### src/rtl/shifter_feeder.sv
// rtl/shifter_feeder.sv - word FIFO that feeds a shifter one word per empty/busy handshake
//
// Purpose: buffers producer words in a DEPTH-deep FIFO and loads them one at a
// time into a downstream shifter. A word is loaded (write pulse + data) when the
// shifter reports empty, then the feeder waits until the shifter goes busy
// before it is allowed to load the next word.
//
// Optional feature: define SHIFTER_FEEDER_TIMEOUT_EN to add a handshake timeout.
// If the shifter never leaves empty within TIMEOUT edges after a load, stall is
// set, the word is considered delivered and the feeder returns to IDLE.
// Without the macro the feeder waits indefinitely and stall is tied to 0.
//
// Ports:
//   clk          in   clock, rising edge
//   reset        in   asynchronous active-low reset
//   push         in   producer offers push_data this cycle
//   push_data    in   WIDTH-bit word to enqueue
//   full         out  FIFO holds DEPTH words
//   level        out  number of stored words
//   overflow     out  sticky, a push was dropped
//   shift_empty  in   shifter empty flag
//   write        out  one-cycle load strobe to the shifter
//   data         out  last loaded word
//   stall        out  sticky, handshake timeout occurred

module shifter_feeder #(
  parameter int WIDTH   = 12,
  parameter int DEPTH   = 4,
  parameter int TIMEOUT = 64
) (
  input  logic                     clk,
  input  logic                     reset,
  input  logic                     push,
  input  logic [WIDTH-1:0]         push_data,
  output logic                     full,
  output logic [$clog2(DEPTH):0]   level,
  output logic                     overflow,
  input  logic                     shift_empty,
  output logic                     write,
  output logic [WIDTH-1:0]         data,
  output logic                     stall
);

  localparam int AW = $clog2(DEPTH);
  localparam int LW = AW + 1;

  if (DEPTH < 2 || (DEPTH & (DEPTH - 1)) != 0 || TIMEOUT < 2) begin : g_bad_params
    $error("shifter_feeder: DEPTH must be a power of two >= 2 and TIMEOUT >= 2");
  end

  typedef enum logic {IDLE, WAIT_BUSY} state_t;

  logic [WIDTH-1:0] mem_q [DEPTH];
  logic [AW-1:0]    wr_ptr_q;
  logic [AW-1:0]    rd_ptr_q;
  logic [LW-1:0]    level_q;
  logic             overflow_q;
  logic             write_q;
  logic [WIDTH-1:0] data_q;
  state_t           state_q, state_d;
  logic             push_ok;
  logic             pop;

  // Fullness is judged before any same-edge pop, so a push into a full FIFO
  // is dropped even while a word is leaving.
  assign full    = (level_q == LW'(DEPTH));
  assign push_ok = push && !full;

`ifdef SHIFTER_FEEDER_TIMEOUT_EN
  localparam int CW = $clog2(TIMEOUT);
  logic [CW-1:0] cnt_q, cnt_d;
  logic          stall_q, stall_d;
`endif

  always_comb begin
    state_d = state_q;
    pop     = 1'b0;
`ifdef SHIFTER_FEEDER_TIMEOUT_EN
    stall_d = stall_q;
`endif
    case (state_q)
      IDLE: begin
        if (level_q != '0 && shift_empty) begin
          pop     = 1'b1;
          state_d = WAIT_BUSY;
        end
      end
      WAIT_BUSY: begin
        if (!shift_empty) begin
          state_d = IDLE;
        end
`ifdef SHIFTER_FEEDER_TIMEOUT_EN
        else if (cnt_q == CW'(TIMEOUT - 1)) begin
          // TIMEOUT-th edge spent waiting: give up on the handshake.
          stall_d = 1'b1;
          state_d = IDLE;
        end
`endif
      end
      default: state_d = IDLE;
    endcase
`ifdef SHIFTER_FEEDER_TIMEOUT_EN
    // Counts edges spent in WAIT_BUSY; restarts on every entry.
    cnt_d = (state_q == WAIT_BUSY && state_d == WAIT_BUSY) ? cnt_q + CW'(1) : '0;
`endif
  end

  always_ff @(posedge clk or negedge reset) begin
    if (!reset) begin
      state_q    <= IDLE;
      wr_ptr_q   <= '0;
      rd_ptr_q   <= '0;
      level_q    <= '0;
      overflow_q <= 1'b0;
      write_q    <= 1'b0;
      data_q     <= '0;
    end else begin
      state_q <= state_d;
      write_q <= pop;
      if (pop) begin
        data_q   <= mem_q[rd_ptr_q];
        rd_ptr_q <= rd_ptr_q + AW'(1);
      end
      if (push_ok) begin
        wr_ptr_q <= wr_ptr_q + AW'(1);
      end
      if (push && full) begin
        overflow_q <= 1'b1;
      end
      if (push_ok && !pop) begin
        level_q <= level_q + LW'(1);
      end else if (pop && !push_ok) begin
        level_q <= level_q - LW'(1);
      end
    end
  end

  always_ff @(posedge clk or negedge reset) begin
    if (!reset) begin
      for (int i = 0; i < DEPTH; i++) begin
        mem_q[i] <= '0;
      end
    end else if (push_ok) begin
      mem_q[wr_ptr_q] <= push_data;
    end
  end

`ifdef SHIFTER_FEEDER_TIMEOUT_EN
  always_ff @(posedge clk or negedge reset) begin
    if (!reset) begin
      cnt_q   <= '0;
      stall_q <= 1'b0;
    end else begin
      cnt_q   <= cnt_d;
      stall_q <= stall_d;
    end
  end
  assign stall = stall_q;
`else
  assign stall = 1'b0;
`endif

  assign level    = level_q;
  assign overflow = overflow_q;
  assign write    = write_q;
  assign data     = data_q;

endmodule

### config.mk
export PLATFORM = sky130hd
export DESIGN_NAME = shifter_feeder
export DESIGN_NICKNAME = d
export VERILOG_FILES = /design/src/rtl/shifter_feeder.sv
export SDC_FILE = /design/constraint.sdc
export NUM_CORES = 1
export LEC_CHECK = 0
export ABC_AREA = 1
export CORE_UTILIZATION = 50
export DETAILED_ROUTE_END_ITERATION = 16
export MAX_ROUTING_LAYER = met4
export PLACE_DENSITY = 0.7
export SYNTH_ARGS = -nofsm -noshare
export SYNTH_HDL_FRONTEND = slang
export SYNTH_SLANG_ARGS = --single-unit
### constraint.sdc
create_clock -name clk -period 4.22 [get_ports clk]
set_input_delay 0.844 -clock clk [delete_from_list [all_inputs] [get_ports clk]]
set_output_delay 0.844 -clock clk [all_outputs]
set_load 0.02 [all_outputs]
After elaboration in Yosys (flattened, before gate mapping)
Index checks and enable logic that the tools add are counted.
{"block": "totals", "reg_bits": 70, "out_inout_bits": 19, "elab_cells": 45}
{"block": "op_classes", "n_addsub": 4, "magnitude_cmp": 3, "eq_ne": 1, "mux": 12, "bitwise": 3, "reduce_logical": 11}
{"operator": "$bwmux 48", "count": 1}
{"operator": "$mux 12", "count": 3}
{"operator": "$bmux 12 s2", "count": 1}
{"operator": "$demux 12 s2", "count": 1}
{"operator": "$ge 3x3->1 const B", "count": 2}
{"operator": "$logic_and 1x1->1", "count": 6}
{"operator": "$mux 3", "count": 2}
{"operator": "$not 2->3", "count": 2}
{"operator": "$add 2x1->2 const B", "count": 2}
{"operator": "$add 3x1->3 const B", "count": 1}
{"operator": "$eq 3x3->1 const B", "count": 1}
{"operator": "$logic_not 1->1", "count": 3}
{"operator": "$lt 3x1->1 const B", "count": 1}
{"operator": "$mux 1", "count": 3}
{"operator": "$reduce_bool 3->1", "count": 1}
{"operator": "$sub 3x1->3 const B", "count": 1}
{"operator": "$pmux 1 s2", "count": 1}
{"operator": "$reduce_bool 2->1", "count": 1}
{"operator": "$not 1->1", "count": 1}

Depth between registers and ports, before layout
Gate-level depths: netlist of run 1.
{"block": "logic_depth", "depth_word": 7, "depth_mapped": 11, "mapped_depth_nobuf": 11}

Least setup slack after synthesis of run 1
No wires, ideal clock.
{"block": "synth_timing", "path_kind": "in2reg", "startpoint": "in shift_empty", "endpoint": "reg level_q[2] (netlist: level[2])", "t_arrival_ps": 1951, "t_required_ps": 4097, "slack_ps": 2146, "path_stages": 8, "path_buffers": 1, "cell_sequence": "nand3_4 > buf_4 > ha_1 > inv_1 > fa_1 > nand2_1 > nand3_1 > xor2_1"}
{"block": "synth_via", "elab_chain_cells": 6, "word_cells_on_any_way": 8, "cone_classes": "3 x mux; 5 x reduce/logical"}
{"element": "from (decl)", "line": "38", "source": "input logic shift_empty,"}
{"element": "$logic_and 1x1->1 (*)", "line": "83", "source": "if (level_q != '0 && shift_empty) begin"}
{"element": "$mux 1 (*)", "line": "83"}
{"element": "$mux 1 (*)", "line": "81", "source": "case (state_q)"}
{"element": "$logic_not 1->1", "line": "130", "source": "if (push_ok && !pop) begin"}
{"element": "$logic_and 1x1->1", "line": "130"}
{"element": "$mux 3 / $reduce_bool 2->1 (equally long branches)"}
{"element": "to (signal assigned)", "line": "131", "source": "level_q <= level_q + LW'(1);"}
{"element": "to (signal assigned)", "line": "133", "source": "level_q <= level_q - LW'(1);"}
{"element": "to (decl)", "line": "56", "source": "logic [LW-1:0] level_q;"}
Every way passes the cells marked *; elsewhere a longest branch is shown, timed or not.
A chain may end at the register's enable or synchronous reset.

Worst setup path after layout of run 1
{"block": "layout_timing", "startpoint": "reg level_q[0] (netlist: level[0])", "endpoint": "out full"}
{"block": "layout_via", "elab_chain_cells": 1}
{"element": "$eq 3x3->1", "line": "66", "source": "assign full = (level_q == LW'(DEPTH));"}
{"element": "to (decl)", "line": "35", "source": "output logic full,"}
No other way between the ends.

==> run_results.csv, run 1 <==
group,metric,value,unit
outcome,status,"complete, no violations",
clocking,cts_setup_buffers,0,
sta,tightest_slew,0.964,ns
sta,max_freq,374,MHz
clocking,cts_tree,"done",
detailed_routing,num_vias,2544,
critical_path,crit_path_start_kind,"register",
placement,portBuffers,33,
clocking,cts_sinks,70,
detailed_routing,vias_per_cell,4.86,
cells_and_area,fill_cells,616,
clocking,numCtsBuffers,9,
cells_and_area,layout_common_cells,"154 x nand2_1, 71 x inv_1, 70 x dfrtp_1",
cells_and_area,final_nets,462,
sta,setup_viol,0,
critical_path,r2r_setup_slack,2.09,ns
hold_path,hold_class,"register to register",
placement,dpl.hpwl,4260,um
placement,gp_congestion,0.792,
power_and_ir_drop,p_leak,2.09,nW
logic_synthesis,synth.avg_cell_area,8.46,um^2
sta,slew_violations,0,
grt,antenna_found_initial,0,
cells_and_area,drive_gt1_share,12.6,%
clocking,cts_buffer_depth,2,
detailed_routing,drt-initial-drc-count,120,
cells_and_area,syn_to_final_growth,12.7,%
clocking,insertion_delay,0.34,ns
cells_and_area,mostFrequentLayoutCell,"nand2_1",
clocking,cts_resized,0,
logic_synthesis,ys_seq_area_share,50.1,%
sta,relSlewSlack,35.7,%
detailed_routing,wirelength,6640,um
die,die_y,85.6,um
run,max_cap_violations,0,
clocking,hold_buffers,0,
critical_path,crit_path_max_fanout,6,
die,die_w,85.6,um
logic_synthesis,yosys.area.top_type,"dfrtp_1",
logic_synthesis,ys_types,23,
sta,fin_worst_skew,0.00764,ns
grt,overflow,0,
die,ioPinCount,35,
die,dieArea,0.00733,mm^2
logic_synthesis,yosys_warnings,0,
grt,grt_max_degree,28,
logic_synthesis,synthCells,413,
logic_synthesis,netlist_area,0.00350,mm^2
detailed_routing,drtPass1Iterations,4,
logic_synthesis,synth_area_leaders,"dfrtp_1 50%, nand2_1 17%, inv_1 7.6%",
sta,setup_ws,1.54,ns
detailed_routing,ant_nets,0,
clocking,htreeDepth,3,
clocking,ctsRootBufferMaster,"clkbuf_8",
sta,finalSetupTns,0,ns
placement,pre_cts_ws,1.25,ns
critical_path,path_class,"register to output pin",
detailed_routing,wl_per_cell,12.7,um
logic_synthesis,synth_top_area_share,50.1,%
grt,grt_pass1_vias,2398,
logic_synthesis,synth-seq-cells,70,
clocking,clk_pin_slew_worst_paths,0.07,ns
power_and_ir_drop,peakVddDrop,0.000226,V
critical_path,cp_data_required_time,3.38,ns
die,start_util,51.7,%
sta,report.final.hold_viol_count,0,
cells_and_area,num_antenna_cells,0,
critical_path,worstPathArrival,1.83,ns
die,rows,30,
sta,rsz0062_at_grt,"no",
grt,grt_first_pass_wirelength,11400,um
power_and_ir_drop,powerDensity,749,mW/mm^2
detailed_routing,drc,0,
sta,finalCritPeriodShare,63.4,%
grt,track_usage,21.1,%
die,core-area,0.00676,mm^2
logic_synthesis,syn_nets,435,
power_and_ir_drop,finalPower,2.95,mW
sta,finalCriticalPeriod,2.68,ns
sta,fin_hold_ws,0.475,ns
critical_path,crit_path_end_kind,"output pin",
-- where the power goes --
group | leakage, nW | switching [mW] | total [mW] | internal, mW
Combinational | 1.13 | 0.765 | 1.29 | 0.530
Sequential | 0.875 | 0.233 | 1.20 | 0.972
Clock | 0.0821 | 0.229 | 0.451 | 0.221
-- critical path: stages (launching register included) --
cell	delay, ns
dfrtp_1	0.44
nor2_2	0.24
nand2_4	0.15
inv_1	0.08
clkdlybuf4s50_1	0.59
-- Yosys cell counts --
cell	count
xnor2_1	2
nand3_1	25
fa_1	1
nor2_2	1
nand2_1	154
nand3_4	5
conb_1	1
xor2_1	2
clkbuf_1	1
o21ai_1	18
inv_2	2
ha_1	5
nand4_1	1
buf_4	3
buf_6	8
nand2_2	1
o21ai_2	30
inv_1	71
nand2_4	1
buf_2	7
a31o_2	1
dfrtp_1	70
o21ai_0	3
-- metrics by stage --
| step | std cells | util, % | area [um^2] |
|---|---|---|---|
| 6_report | 523 | 58.3 | 3940 |
| 3_3_place_gp | 509 | 56.0 | 3780 |
| 4_1_cts | 523 | 58.3 | 3940 |
| 5_1_grt | 523 | 58.3 | 3940 |
| 2_1_floorplan | 413 | - | 3500 |
| 3_5_place_dp | 509 | 56.0 | 3780 |
-- final cells by class --
type	count	area [um^2]	area share (%)
repair buffers	35	340	8.64
flip-flops and latches	70	1750	44.5
clock buffers	12	145	3.68
well taps	80	100	2.54
clock inverters	2	10.0	0.254
inverters	73	274	6.95
multi-input cells	251	1320	33.5
-- cell families after synthesis --
family	count (synthesis)	synth area share, %
buffers and inverters	92	12.2
flip-flops	70	50.1
AND/OR/NAND/NOR	188	23.5
other	1	0.107
adder cells (fa/ha/maj)	6	2.36
XOR/XNOR	4	1.00
AO/OA/AOI/OAI	52	10.8
-- worst paths after layout --
| check | startpoint | cells after the start | endpoint |
|---|---|---|---|
| worst max register to register | level[0] | 9 | level[2] |
| min in group asynchronous | reset | 1 | overflow |
| worst max-delay path | level[0] | 4 | full |
| worst min register to register | overflow | 1 | overflow |
| max in group asynchronous | reset | 2 | mem_q[9] |
| worst min-delay path | overflow | 1 | overflow |
-- state kept, by name, summed over array words and instances, names as in the netlist --
signal,cells
mem_q,48
level,3
overflow,1
wr_ptr_q,2
state_q,1
rd_ptr_q,2
write,1
data,12
-- per-layer routing --
layer / global-route usage [%] / share of wire, % / up-vias
met5: - / 0 / -
met4: 10.3 / 1.6 / 0
met3: 3.66 / 3.0 / 10
met2: 33.0 / 48 / 47
met1: 26.6 / 48 / 1184
li1: - / - / 1303
Power figures use the tool's default switching activity.
==> run 2: changes to the inputs <==
Settings changed: PLACE_DENSITY 0.7 to 0.73.
Clock period 4.22 ns to 2.2 ns, I/O delays scaled along.
==> run_results.csv, run 2 (synthesized netlist as in run 1, its figures left out) <==
group,metric,value,unit
detailed_routing,wl_per_cell,12.7,um
cells_and_area,regMostFlops,"mem_q",
detailed_routing,num_vias,2517,
clocking,clk_pin_slew_worst_paths,0.07,ns
critical_path,crit_path_end_kind,"output pin",
critical_path,crit_path_max_fanout,6,
power_and_ir_drop,p_leak,2.11,nW
power_and_ir_drop,power.share.clock,15.6,%
die,dieArea,0.00733,mm^2
sta,setup_viol,0,
critical_path,critPathBufInv,2,
cells_and_area,mostFrequentLayoutCell,"nand2_1",
power_and_ir_drop,peakVddDrop,0.000447,V
detailed_routing,drc,0,
sta,fin_worst_skew,0.00677,ns
critical_path,r2r_setup_slack,0.27,ns
clocking,ctsRootBufferMaster,"clkbuf_8",
critical_path,worstRegToRegCells,10,
sta,finalCriticalPeriod,1.94,ns
power_and_ir_drop,p_int,3.35,mW
clocking,insertion_delay,0.34,ns
critical_path,path_class,"register to output pin",
critical_path,worstPathArrival,1.50,ns
cells_and_area,syn_to_final_growth,14.0,%
detailed_routing,ant_nets,0,
detailed_routing,wirelength,6650,um
placement,dpl.hpwl,4270,um
critical_path,worstSetupPathDepth,4,
sta,finalCritPeriodShare,88.3,%
cells_and_area,num_antenna_cells,0,
grt,grt_max_degree,53,
critical_path,crit_path_start_kind,"register",
grt,grt_pass1_vias,2439,
cells_and_area,drive_gt1_share,13.5,%
detailed_routing,vias_per_cell,4.79,
cells_and_area,final_nets,465,
critical_path,reg2reg_from,"level[0]",
cells_and_area,fill_cells,597,
power_and_ir_drop,power.switching,2.37,mW
clocking,numCtsBuffers,9,
critical_path,cpMaxStageDelayCell,"dfrtp_1",
detailed_routing,drt-initial-drc-count,135,
die,die_w,85.6,um
sta,rsz0062_at_grt,"no",
power_and_ir_drop,pwr-share-seq,38.2,%
placement,gp_congestion,0.737,
grt,grt_first_pass_wirelength,11200,um
cells_and_area,final_util,59.0,%
outcome,status,"complete, no violations",
cells_and_area,largest_reg_flops,48,
die,start_util,51.7,%
clocking,cts_buffer_depth,2,
detailed_routing,drtPass1Iterations,9,
grt,overflow,0,
sta,finalSetupTns,0,ns
sta,report.final.hold_viol_count,0,
placement,portBuffers,33,
clocking,cts_sinks,70,
power_and_ir_drop,powerDensity,1440,mW/mm^2
critical_path,crit_chain,"nor2_4, nand2_4, inv_1, dlygate4sd2_1",
critical_path,critical-path-max-stage-delay,0.46,ns
sta,max_freq,515,MHz
hold_path,hold_class,"primary input to asynchronous set/reset pin",
sta,slew_violations,0,
critical_path,cp_data_required_time,1.76,ns
power_and_ir_drop,combPwrFrac,46.2,%
run,max_cap_violations,0,
die,ioPinCount,35,
clocking,htreeDepth,3,
clocking,cts_tree,"done",
die,rows,30,
grt,antenna_found_initial,0,
power_and_ir_drop,switching_share,41.4,%
critical_path,timing.rr.end,"level[2]",
die,die_y,85.6,um
grt,track_usage,20.7,%
clocking,cts_setup_buffers,0,
cells_and_area,layout_common_cells,"154 x nand2_1, 71 x inv_1, 70 x dfrtp_1",
die,core-area,0.00676,mm^2
critical_path,cp_top_family,"flip-flops",
clocking,hold_buffers,0,
-- run 2: how the worst max path moves through the flow --
stage / start / endpoint / slack, ns
6_report: level[0] / full / 0.26
5_1_grt: level[0] / level[2] / 0.14
4_1_cts: level[0] / full / 0.23
3_5_place_dp: push / level[2] / 0.04
3_3_place_gp: push / level[2] / 0.1
2_1_floorplan: level[0] / level[2] / 0.13
-- run 2: area by class of cell --
type | count | area [um^2] | share of cell area (%)
sequential | 70 | 1750 | 44.0
multi-input combinational | 251 | 1320 | 33.2
timing repair buffer | 38 | 374 | 9.39
inverter | 73 | 274 | 6.88
clock buffer | 11 | 151 | 3.80
tap | 80 | 100 | 2.51
clock inverter | 2 | 10.0 | 0.251
-- run 2: power by group through the flow --
stage | clock network (mW) | logic (mW) | registers (mW)
after floorplan | 0 | 1.89 | 2.30
after global placement | 0 | 2.57 | 2.18
after detailed placement | 0 | 2.65 | 2.21
after CTS | 0.908 | 2.67 | 2.19
after global routing | 0.947 | 3.00 | 2.26
final | 0.892 | 2.65 | 2.19
-- run 2: per-stage QoR --
stage | hold slack [ns] | setup WS, ns | power [mW] | area, um^2 | instances
detailed placement | 0.414 | 0.0436 | 4.86 | 3820 | 512
global route | 0.0675 | 0.140 | 6.21 | 3990 | 525
global placement | 0.415 | 0.0979 | 4.75 | 3820 | 512
floorplan | 0.144 | 0.133 | 4.19 | 3500 | 413
finish | 0.0407 | 0.257 | 5.73 | 3990 | 525
CTS | 0.0483 | 0.233 | 5.77 | 3990 | 525
-- run 2: metal layers --
layer | up-vias | part of all wire, % | global-route usage (%) | routed length [um]
met5 | - | 0 | - | 0
met4 | 0 | 2.1 | 10.3 | 142
met3 | 10 | 3.5 | 2.69 | 236
met2 | 45 | 47 | 33.4 | 3140
met1 | 1151 | 47 | 25.8 | 3140
li1 | 1311 | - | - | -
-- run 2: timing repair --
action | CTS | global route
endpoints found under the hold margin | 0 | 0
endpoints found under the setup margin | 1 | 0
gates resized for setup | 2 | 0
